## src/rtl/bitwise_logic_pipe.sv

```systemverilog
// Pipelined multi-op bitwise logic unit with valid/ready flow control and collapsing bubbles.
// Optional completed-result counter on perf_count when LOGIC_PIPE_PERF_EN is defined.
module bitwise_logic_pipe #(
    parameter int WIDTH  = 32,
    parameter int STAGES = 2
) (
    input  logic             clk,
    input  logic             rst,
    input  logic             in_valid,
    output logic             in_ready,
    input  logic [2:0]       op,
    input  logic [WIDTH-1:0] a,
    input  logic [WIDTH-1:0] b,
    output logic             out_valid,
    input  logic             out_ready,
    output logic [WIDTH-1:0] out_data,
`ifdef LOGIC_PIPE_PERF_EN
    output logic [31:0]      perf_count,
`endif
    output logic             out_zero
);

    // Handshake: a transfer happens on a rising edge where valid && ready; the
    // producer must hold its payload stable while valid is high and ready is low.

    logic [WIDTH-1:0]              res_d;
    logic                          res_zero_d;
    logic [STAGES-1:0]             adv;
    logic [STAGES-1:0]             v_q;
    logic [STAGES-1:0][WIDTH-1:0]  data_q;
    logic [STAGES-1:0]             zero_q;
    logic [STAGES:0]               chain_v;
    logic [STAGES:0][WIDTH-1:0]    chain_d;
    logic [STAGES:0]               chain_z;

    always_comb begin
        res_d = '0;
        unique case (op)
            3'b000:  res_d = ~a;
            3'b001:  res_d = a & b;
            3'b010:  res_d = a | b;
            3'b011:  res_d = a ^ b;
            3'b100:  res_d = ~(a | b);
            3'b101:  res_d = ~(a & b);
            3'b110:  res_d = ~(a ^ b);
            default: res_d = a;
        endcase
        res_zero_d = (res_d == '0);
    end

    // Entry k of each chain is what stage k loads from: the input for k = 0,
    // stage k-1 otherwise.
    assign chain_v = {v_q, in_valid};
    assign chain_d = {data_q, res_d};
    assign chain_z = {zero_q, res_zero_d};

    // Stage k may load when any stage from k to the end is empty (bubbles
    // collapse) or the last stage is emptying this cycle.
    always_comb begin
        adv = '0;
        for (int k = 0; k < STAGES; k++) begin
            adv[k] = out_ready;
            for (int j = k; j < STAGES; j++) begin
                if (!v_q[j]) adv[k] = 1'b1;
            end
        end
    end

    always_ff @(posedge clk) begin
        if (rst) begin
            v_q    <= '0;
            data_q <= '0;
            zero_q <= '0;
        end else begin
            for (int k = 0; k < STAGES; k++) begin
                if (adv[k]) begin
                    v_q[k] <= chain_v[k];
                    if (chain_v[k]) begin
                        data_q[k] <= chain_d[k];
                        zero_q[k] <= chain_z[k];
                    end
                end
            end
        end
    end

    assign in_ready  = adv[0];
    assign out_valid = v_q[STAGES-1];
    assign out_data  = data_q[STAGES-1];
    assign out_zero  = zero_q[STAGES-1];

`ifdef LOGIC_PIPE_PERF_EN
    logic [31:0] perf_q;
    logic [31:0] perf_d;

    assign perf_d = perf_q + 32'd1;

    always_ff @(posedge clk) begin
        if (rst) begin
            perf_q <= '0;
        end else if (out_valid && out_ready) begin
            perf_q <= perf_d;
        end
    end

    assign perf_count = perf_q;
`endif

endmodule

```

## config.mk

```make
export PLATFORM = sky130hd
export DESIGN_NAME = bitwise_logic_pipe
export DESIGN_NICKNAME = d
export VERILOG_FILES = /design/src/rtl/bitwise_logic_pipe.sv
export SDC_FILE = /design/constraint.sdc
export NUM_CORES = 1
export LEC_CHECK = 0
export CAP_MARGIN = 10
export CORE_ASPECT_RATIO = 0.75
export CORE_MARGIN = 1.5
export CORE_UTILIZATION = 70
export CTS_CLUSTER_SIZE = 30
export DETAILED_ROUTE_END_ITERATION = 8
export DONT_BUFFER_PORTS = 1
export HOLD_SLACK_MARGIN = 0.15
export PLACE_DENSITY = 0.86
export SLEW_MARGIN = 20
export SYNTH_ARGS = -nofsm -noshare
export SYNTH_HDL_FRONTEND = slang
export SYNTH_SLANG_ARGS = --single-unit
```

## constraint.sdc

```tcl
create_clock -name clk -period 7.1 [get_ports clk]
set_input_delay 1.42 -clock clk [delete_from_list [all_inputs] [get_ports clk]]
set_output_delay 1.42 -clock clk [all_outputs]
set_load 0.05 [all_outputs]
```

==> flow_summary.html, run 1 <==
<table>
<tr><th>Metric</th><th>Value</th></tr>
<tr><th colspan="2">Worst hold path</th></tr>
<tr><td>Type of the worst min-delay path</td><td>flop to flop</td></tr>
<tr><th colspan="2">Clock network</th></tr>
<tr><td>Hold buffer count at cts</td><td>0</td></tr>
<tr><td>Source-to-sink clock delay at the later pin of the worst-skew pair</td><td>350 ps</td></tr>
<tr><td>Post-CTS setup buffers</td><td>0</td></tr>
<tr><td>Clk root buf</td><td>sky130_fd_sc_hd__clkbuf_8</td></tr>
<tr><td>Clock tree sinks</td><td>68</td></tr>
<tr><td>Total number of H-tree levels</td><td>3</td></tr>
<tr><td>Total clock buffers created by CTS</td><td>9</td></tr>
<tr><td>CTS tree</td><td>yes</td></tr>
<tr><td>Maximum count of clock buffers along a single path</td><td>2</td></tr>
<tr><td>CTS clk-pin slew, worst paths</td><td>70 ps</td></tr>
<tr><td>CTS resizes</td><td>0</td></tr>
<tr><th colspan="2">Power</th></tr>
<tr><td>Power Total</td><td>about 940 µW</td></tr>
<tr><td>Static Leak</td><td>0.002438 µW</td></tr>
<tr><td>Power per standard cell area</td><td>167.3 nW/µm²</td></tr>
<tr><td>Worst vdd rail ir drop</td><td>0.0001487 V</td></tr>
<tr><th colspan="2">Finish</th></tr>
<tr><td>Cell Count, Final, Fillers Out</td><td>between 800 and 900</td></tr>
<tr><td>Number of nets in the finished design</td><td>840</td></tr>
<tr><td>FILL cells</td><td>679</td></tr>
<tr><td>Synth-to-Final Area Change</td><td>-3.756%</td></tr>
<tr><td>Register area</td><td>1361 µm²</td></tr>
<tr><td>Multi-input combinational cell area</td><td>3700 µm²</td></tr>
<tr><td>Fraction of layout instances using a drive strength above 1</td><td>0.05367</td></tr>
<tr><td>Diode insertion count for antenna repair</td><td>0</td></tr>
<tr><th colspan="2">Synthesis</th></tr>
<tr><td>Post-synthesis sequential area ratio</td><td>0.2322</td></tr>
<tr><td>Dominant combinational cell family by area after synthesis</td><td>compound AO/OA/AOI/OAI gates</td></tr>
<tr><td>Post-synthesis compound-gate area fraction</td><td>0.2290</td></tr>
<tr><td>Share of the synthesized area in the top cell type</td><td>0.2322</td></tr>
<tr><td>Count leader, synth</td><td>sky130_fd_sc_hd__nand2_1</td></tr>
<tr><td>Post-synthesis average cell area</td><td>7.507 µm²</td></tr>
<tr><td>Synth cell types</td><td>slightly above 60</td></tr>
<tr><td>Biggest area consumer among synthesized cells</td><td>sky130_fd_sc_hd__dfxtp_1</td></tr>
<tr><td>Simple-gate share of the synthesized area</td><td>0.1754</td></tr>
<tr><td>Share of synthesized cell area in full adder, half adder and majority cells</td><td>0.1366</td></tr>
<tr><td>Xor-xnor portion of the synthesized cell area</td><td>0</td></tr>
<tr><td>Post-synthesis sequential element count</td><td>between 60 and 70</td></tr>
<tr><td>Multiplexer area fraction after synthesis</td><td>0.08813</td></tr>
<tr><td>Asr flop ratio synth</td><td>0</td></tr>
<tr><td>Cell area after technology mapping</td><td>5863 µm²</td></tr>
<tr><td>Count of synthesis-stage warnings from yosys</td><td>0</td></tr>
<tr><td>Commonest register cell after synthesis</td><td>sky130_fd_sc_hd__dfxtp_1</td></tr>
<tr><td>Number of flops mapped to enable cells by yosys</td><td>0</td></tr>
<tr><td>Top post-synthesis cells by area</td><td>sky130_fd_sc_hd__dfxtp_1, sky130_fd_sc_hd__ha_1, sky130_fd_sc_hd__nand2_1, sky130_fd_sc_hd__a21oi_1, sky130_fd_sc_hd__mux2i_1</td></tr>
<tr><td>Post-Synthesis Net Count</td><td>916</td></tr>
<tr><td>Top cell types by occurrence after synthesis</td><td>sky130_fd_sc_hd__nand2_1, sky130_fd_sc_hd__a21oi_1, sky130_fd_sc_hd__inv_1</td></tr>
<tr><td>Synthesized instance count</td><td>between 700 and 800</td></tr>
<tr><th colspan="2">Worst setup path</th></tr>
<tr><td>CP bufs+invs</td><td>0</td></tr>
<tr><td>Nature of the critical path endpoint</td><td>output pin</td></tr>
<tr><td>Path type of the worst setup path</td><td>primary input to output pin</td></tr>
<tr><td>Cell family with the largest share of critical-path delay</td><td>simple AND/OR/NAND/NOR gates</td></tr>
<tr><td>Critical path data arrival time</td><td>2220 ps</td></tr>
<tr><td>Cell-by-cell listing of the critical path</td><td>nor2b_1, nand2_1</td></tr>
<tr><td>Slowest cell on the critical path</td><td>sky130_fd_sc_hd__nand2_1</td></tr>
<tr><td>Crit path required time</td><td>5680 ps</td></tr>
<tr><td>Max stage delay on crit path</td><td>450 ps</td></tr>
<tr><td>Highest net fanout along the worst path</td><td>5</td></tr>
<tr><td>Kind of launch point of the worst setup path</td><td>primary input</td></tr>
<tr><th colspan="2">Global route</th></tr>
<tr><td>First-pass GRT wire length</td><td>23230 µm</td></tr>
<tr><td>Via count of the first global-routing pass</td><td>5087</td></tr>
<tr><td>Global-route track usage on met3</td><td>0.1005</td></tr>
<tr><td>Pin count of the biggest net entering global routing</td><td>approximately 120</td></tr>
<tr><td>Number of antenna violations at the first check in global routing</td><td>0</td></tr>
<tr><td>Met2 Usage GRT</td><td>0.5780</td></tr>
<tr><td>Global-route met1 utilization</td><td>0.3854</td></tr>
<tr><td>Global routing's busiest layer</td><td>met2</td></tr>
<tr><td>Overflow after GRT</td><td>0</td></tr>
<tr><td>Total Routing Usage GR</td><td>0.3299</td></tr>
<tr><th colspan="2">Outcome</th></tr>
<tr><td>Result of the run</td><td>finished, final reports clean</td></tr>
<tr><th colspan="2">Timing</th></tr>
<tr><td>Setup TNS</td><td>0 ps</td></tr>
<tr><td>Fmax</td><td>about 0.27 GHz</td></tr>
<tr><td>Slew Limit Headroom</td><td>0.3093</td></tr>
<tr><td>Final count of negative-setup-slack endpoints</td><td>0</td></tr>
<tr><td>Crit path setup slack, layout</td><td>3459 ps</td></tr>
<tr><td>Number of slew-limit violations in the final report</td><td>0</td></tr>
<tr><td>Hold Fails Final Rpt</td><td>0</td></tr>
<tr><td>Setup repair after global routing missed its margin</td><td>no</td></tr>
<tr><td>Transition time of the tightest slew-check pin</td><td>1033 ps</td></tr>
<tr><td>Minimum period implied by the final worst setup slack</td><td>3641 ps</td></tr>
<tr><td>Fin crit share</td><td>0.5129</td></tr>
<tr><td>Clock Skew</td><td>8.356 ps</td></tr>
<tr><th colspan="2">Route</th></tr>
<tr><td>Post-route ant nets</td><td>0</td></tr>
<tr><td>Vias after detailed routing</td><td>roughly 5400</td></tr>
<tr><td>WL/cell</td><td>18.07 µm</td></tr>
<tr><td>Final routed DRC violation total</td><td>0</td></tr>
<tr><td>Drt initial violations</td><td>530</td></tr>
<tr><td>DR vias/cell</td><td>between 6 and 7</td></tr>
<tr><td>Total wire length</td><td>roughly 15000 µm</td></tr>
<tr><td>Router iterations before antenna repair</td><td>6</td></tr>
<tr><th colspan="2">Die</th></tr>
<tr><td>Top-level I/O count</td><td>~110</td></tr>
<tr><td>Die extent in y</td><td>about 82 µm</td></tr>
<tr><td>Core Rows</td><td>28</td></tr>
<tr><td>Initial cell density of the core</td><td>0.7308</td></tr>
<tr><td>Die area</td><td>8940 µm²</td></tr>
<tr><td>Die X</td><td>108.7 µm</td></tr>
<tr><td>Placeable core area</td><td>8023 µm²</td></tr>
<tr><th colspan="2">Place</th></tr>
<tr><td>Final HPWL DP</td><td>~11000 µm</td></tr>
<tr><td>Final Wtd Congestion</td><td>about 0.87</td></tr>
<tr><td># placed instances</td><td>about 800</td></tr>
<tr><td>Pre-CTS worst setup slack</td><td>around 3200 ps</td></tr>
<tr><td>Total of buffers placed on input and output ports</td><td>0</td></tr>
<tr><th colspan="2">Job</th></tr>
<tr><td>Max-cap violations</td><td>0</td></tr>
</table>
-- stage by stage --
step | hold slack (ps) | instance area, µm² | utilization
final | 443.4 | 5643 | 0.7034
after detailed placement | 440.5 | 5463 | 0.6809
after CTS | 443.1 | 5639 | 0.7029
after floorplan | 431.2 | 5863 | -
after global placement | 438.2 | 5458 | 0.6803
after global routing | 463.7 | 5643 | 0.7034
-- layout make-up --
type	instances	share of cell area
clock buffer	13	0.02993
sequential	68	0.2412
tap	105	0.02328
inverter	73	0.04856
multi-input combinational	553	0.6557
clock inverter	1	0.001330
-- logic make-up (layout without fill, tap and decap cells) --
logic type | after synthesis | after routing
fa+ha+maj | 64 | 64
flops | 68 | 68
simple gates | 234 | 234
mux | 42 | 42
compound gates | 213 | 213
buf+inv | 160 | 87
-- final timing paths --
check | depth (start not counted) | slack, ps | to | from
setup / recovery | 2 | 3460 | in_ready | out_ready
hold / removal | 2 | 440 | zero_q[1]$_SDFFE_PP0P_ | zero_q[0]$_SDFFE_PP0P_
setup reg to reg | 7 | 3950 | zero_q[0]$_SDFFE_PP0P_ | v_q[1]$_SDFFE_PP0N_
hold reg to reg | 2 | 440 | zero_q[1]$_SDFFE_PP0P_ | zero_q[0]$_SDFFE_PP0P_
-- flip-flops by register name, indices dropped and copies added (netlist names) --
| name | flops |
|---|---|
| chain_d | 32 |
| v_q | 2 |
| zero_q | 2 |
| out_data | 32 |
-- power by group --
group | internal (µW) | switching, µW | total [µW]
logic | 95.4 | 125 | 220
registers | 403 | 32.8 | 435
clock network | 152 | 137 | 288
total | 650 | 294 | 944
-- placed cells by master (no fill, tap or decap), drive strengths merged, types with 11 or more instances in the layout --
cell type / n
clkbuf: 13
nor2b: 16
dfxtp: 68
inv: 73
a211oi: 22
a21oi: 78
mux2i: 28
nand2b: 12
nand2: 116
o211ai: 11
nor2: 61
o22ai: 15
o21ai: 40
ha: 64
-- routing by layer --
| layer | vias to the layer above | wire length (µm) |
|---|---|---|
| met3 | 54 | 1446 |
| met5 | - | 0 |
| met4 | 0 | 481 |
| met2 | 256 | 7069 |
| li1 | 2514 | - |
| met1 | 2546 | 5696 |
Note: power is estimated with default switching activity, not from simulation.
==> run 2, diff against run 1 <==
- CORE_UTILIZATION: 70 -> 65
- PLACE_DENSITY: 0.86 -> 0.81
- clock period: 7.1 -> 3.6 ns (I/O delays scaled with it)
==> run 2 against run 1 <==
Largest power group is now the clock network. Combinational power is 96% higher. First-iteration DRC count rose by 12%. Via count decreased by 1.3%. Final cell count rose by 0.98%. Clock power rose to 3.0 times the previous value. Critical endpoint is now zero_q[0]$_SDFFE_PP0P_. Sequential cell count unchanged. Sequential power increased by 97%. Critical path depth up 6. Wire length increased by 1.2%. Total power up 130%.
==> flow_summary.html, run 2 (synthesized netlist as in run 1, its figures left out) <==
<table>
<tr><th>Metric</th><th>Value</th></tr>
<tr><th colspan="2">Outcome</th></tr>
<tr><td>Result of the run</td><td>finished, final reports clean</td></tr>
<tr><th colspan="2">Route</th></tr>
<tr><td>Drt initial violations</td><td>between 500 and 600</td></tr>
<tr><td>Post-route ant nets</td><td>0</td></tr>
<tr><td>Total wire length</td><td>14870 µm</td></tr>
<tr><td>WL/cell</td><td>18.11 µm</td></tr>
<tr><td>DR vias/cell</td><td>6.458</td></tr>
<tr><td>Final routed DRC violation total</td><td>0</td></tr>
<tr><td>Router iterations before antenna repair</td><td>5</td></tr>
<tr><td>Vias after detailed routing</td><td>5302</td></tr>
<tr><th colspan="2">Global route</th></tr>
<tr><td>Via count of the first global-routing pass</td><td>5232</td></tr>
<tr><td>Number of antenna violations at the first check in global routing</td><td>0</td></tr>
<tr><td>Total Routing Usage GR</td><td>0.3155</td></tr>
<tr><td>First-pass GRT wire length</td><td>roughly 25000 µm</td></tr>
<tr><td>Pin count of the biggest net entering global routing</td><td>122</td></tr>
<tr><td>Overflow after GRT</td><td>0</td></tr>
<tr><th colspan="2">Die</th></tr>
<tr><td>Die X</td><td>roughly 110 µm</td></tr>
<tr><td>Die extent in y</td><td>around 85 µm</td></tr>
<tr><td>Die area</td><td>9605 µm²</td></tr>
<tr><td>Initial cell density of the core</td><td>0.6818</td></tr>
<tr><td>Core Rows</td><td>29</td></tr>
<tr><td>Top-level I/O count</td><td>106</td></tr>
<tr><td>Placeable core area</td><td>between 8000 and 9000 µm²</td></tr>
<tr><th colspan="2">Worst setup path</th></tr>
<tr><td>Path type of the worst setup path</td><td>primary input to flop</td></tr>
<tr><td>Critical path data arrival time</td><td>2840 ps</td></tr>
<tr><td>Slowest cell on the critical path</td><td>sky130_fd_sc_hd__or4b_1</td></tr>
<tr><td>CP bufs+invs</td><td>1</td></tr>
<tr><td>Cell family with the largest share of critical-path delay</td><td>simple AND/OR/NAND/NOR gates</td></tr>
<tr><td>Highest net fanout along the worst path</td><td>3</td></tr>
<tr><td>Max stage delay on crit path</td><td>560 ps</td></tr>
<tr><td>Kind of launch point of the worst setup path</td><td>primary input</td></tr>
<tr><td>Crit path required time</td><td>3850 ps</td></tr>
<tr><td>Cell-by-cell listing of the critical path</td><td>inv_1, ha_1, a211oi_2, a211oi_1, o22a_1, or4b_1, or4_1, o31ai_2</td></tr>
<tr><td>Nature of the critical path endpoint</td><td>flop</td></tr>
<tr><th colspan="2">Place</th></tr>
<tr><td>Pre-CTS worst setup slack</td><td>692.8 ps</td></tr>
<tr><td>Final Wtd Congestion</td><td>0.8404</td></tr>
<tr><td>Total of buffers placed on input and output ports</td><td>0</td></tr>
<tr><td>Final HPWL DP</td><td>10620 µm</td></tr>
<tr><td># placed instances</td><td>805</td></tr>
<tr><th colspan="2">Clock network</th></tr>
<tr><td>Clock tree sinks</td><td>68</td></tr>
<tr><td>CTS resizes</td><td>0</td></tr>
<tr><td>Clk root buf</td><td>sky130_fd_sc_hd__clkbuf_16</td></tr>
<tr><td>Post-CTS setup buffers</td><td>0</td></tr>
<tr><td>Total clock buffers created by CTS</td><td>9</td></tr>
<tr><td>Hold buffer count at cts</td><td>0</td></tr>
<tr><td>Source-to-sink clock delay at the later pin of the worst-skew pair</td><td>330 ps</td></tr>
<tr><td>Total number of H-tree levels</td><td>3</td></tr>
<tr><td>Maximum count of clock buffers along a single path</td><td>2</td></tr>
<tr><td>CTS tree</td><td>yes</td></tr>
<tr><td>CTS clk-pin slew, worst paths</td><td>approximately 50 ps</td></tr>
<tr><th colspan="2">Timing</th></tr>
<tr><td>Hold Fails Final Rpt</td><td>0</td></tr>
<tr><td>Final count of negative-setup-slack endpoints</td><td>0</td></tr>
<tr><td>Setup repair after global routing missed its margin</td><td>no</td></tr>
<tr><td>Fin crit share</td><td>0.7199</td></tr>
<tr><td>Minimum period implied by the final worst setup slack</td><td>2592 ps</td></tr>
<tr><td>Crit path setup slack, layout</td><td>1008 ps</td></tr>
<tr><td>Setup TNS</td><td>0 ps</td></tr>
<tr><td>Fmax</td><td>a little under 0.4 GHz</td></tr>
<tr><td>Transition time of the tightest slew-check pin</td><td>about 790 ps</td></tr>
<tr><td>Clock Skew</td><td>just under 5 ps</td></tr>
<tr><td>Slew Limit Headroom</td><td>0.4741</td></tr>
<tr><td>Number of slew-limit violations in the final report</td><td>0</td></tr>
<tr><th colspan="2">Power</th></tr>
<tr><td>Part of the power in combinational logic</td><td>0.199</td></tr>
<tr><td>Cell internal pwr</td><td>1523 µW</td></tr>
<tr><td>Power Total</td><td>2165 µW</td></tr>
<tr><td>Net Sw Power</td><td>642.1 µW</td></tr>
<tr><td>Worst vdd rail ir drop</td><td>~0.00024 V</td></tr>
<tr><td>Static Leak</td><td>0.002504 µW</td></tr>
<tr><td>Power per standard cell area</td><td>374.1 nW/µm²</td></tr>
<tr><td>Net Sw Frac</td><td>0.2966</td></tr>
<tr><td>Sequential share of power</td><td>0.397</td></tr>
<tr><td>Part of the power in the clock network</td><td>0.404</td></tr>
<tr><th colspan="2">Finish</th></tr>
<tr><td>Commonest non-fill, non-tap cell in the layout</td><td>sky130_fd_sc_hd__nand2_1</td></tr>
<tr><td>Fraction of layout instances using a drive strength above 1</td><td>0.06031</td></tr>
<tr><td>Synth-to-Final Area Change</td><td>-1.302%</td></tr>
<tr><td>Cell Count, Final, Fillers Out</td><td>around 820</td></tr>
<tr><td>Number of nets in the finished design</td><td>843</td></tr>
<tr><td>Leading cell types in the layout, fill and taps excluded</td><td>sky130_fd_sc_hd__nand2_1, sky130_fd_sc_hd__a21oi_1, sky130_fd_sc_hd__inv_1</td></tr>
<tr><td>Diode insertion count for antenna repair</td><td>0</td></tr>
<tr><th colspan="2">Worst hold path</th></tr>
<tr><td>Type of the worst min-delay path</td><td>flop to flop</td></tr>
<tr><th colspan="2">Job</th></tr>
<tr><td>Max-cap violations</td><td>0</td></tr>
</table>
-- run 2: per-layer routing --
metal,global-route usage,up-vias,part of all wire
met5,0,-,0
met4,0.1070,0,0.024
met3,0.09643,38,0.089
met2,0.5516,249,0.49
met1,0.3701,2498,0.40
li1,-,2517,-
-- run 2: worst paths after layout --
path,start,end,slack (ps),cells after the start
worst min register to register,chain_d[53]$_SDFFE_PP0P_,out_data[21]$_SDFFE_PP0P_,450,2
worst max-delay path,a[2],zero_q[0]$_SDFFE_PP0P_,1010,8
worst min-delay path,chain_d[53]$_SDFFE_PP0P_,out_data[21]$_SDFFE_PP0P_,450,2
worst max register to register,v_q[1]$_SDFFE_PP0N_,chain_d[54]$_SDFFE_PP0P_,1060,7
-- run 2: area by class of cell --
class | instances | area (µm²)
Timing Repair Buffer | 3 | 22.52
Inverter | 73 | 274.0
Sequential cell | 68 | 1361
Clock inverter | 7 | 76.32
Multi-Input combinational cell | 553 | 3692
Fill cell | 701 | 2813
Tap cell | 108 | 135.1
Clock buffer | 9 | 225.2
-- run 2: power groups by stage --
stage	sequential, µW	combinational, µW	clock [µW]
after CTS	859	426	883
after detailed placement	875	421	0
after floorplan	828	446	0
after global routing	863	485	917
final	859	431	875
after global placement	874	397	0
-- run 2: per-stage QoR --
stage                     hold slack [ps]    util  instance area (µm²)
after global routing                438.8  0.6729                 5787
after global placement              438.0  0.6377                 5484
final                               448.2  0.6729                 5787
after floorplan                     431.2       -                 5863
after CTS                           447.9  0.6728                 5786
after detailed placement            437.6  0.6377                 5484
-- run 2: worst reg2reg max path, cell delays in order, from the launching register on --
cell and delay (ps):
sky130_fd_sc_hd__dfxtp_1 640, sky130_fd_sc_hd__nor2b_1 390, sky130_fd_sc_hd__nand2_1 420, sky130_fd_sc_hd__nand2_1 230, sky130_fd_sc_hd__buf_4 340, sky130_fd_sc_hd__nor2_1 110
sky130_fd_sc_hd__a21oi_1 210, sky130_fd_sc_hd__nor2_1 70
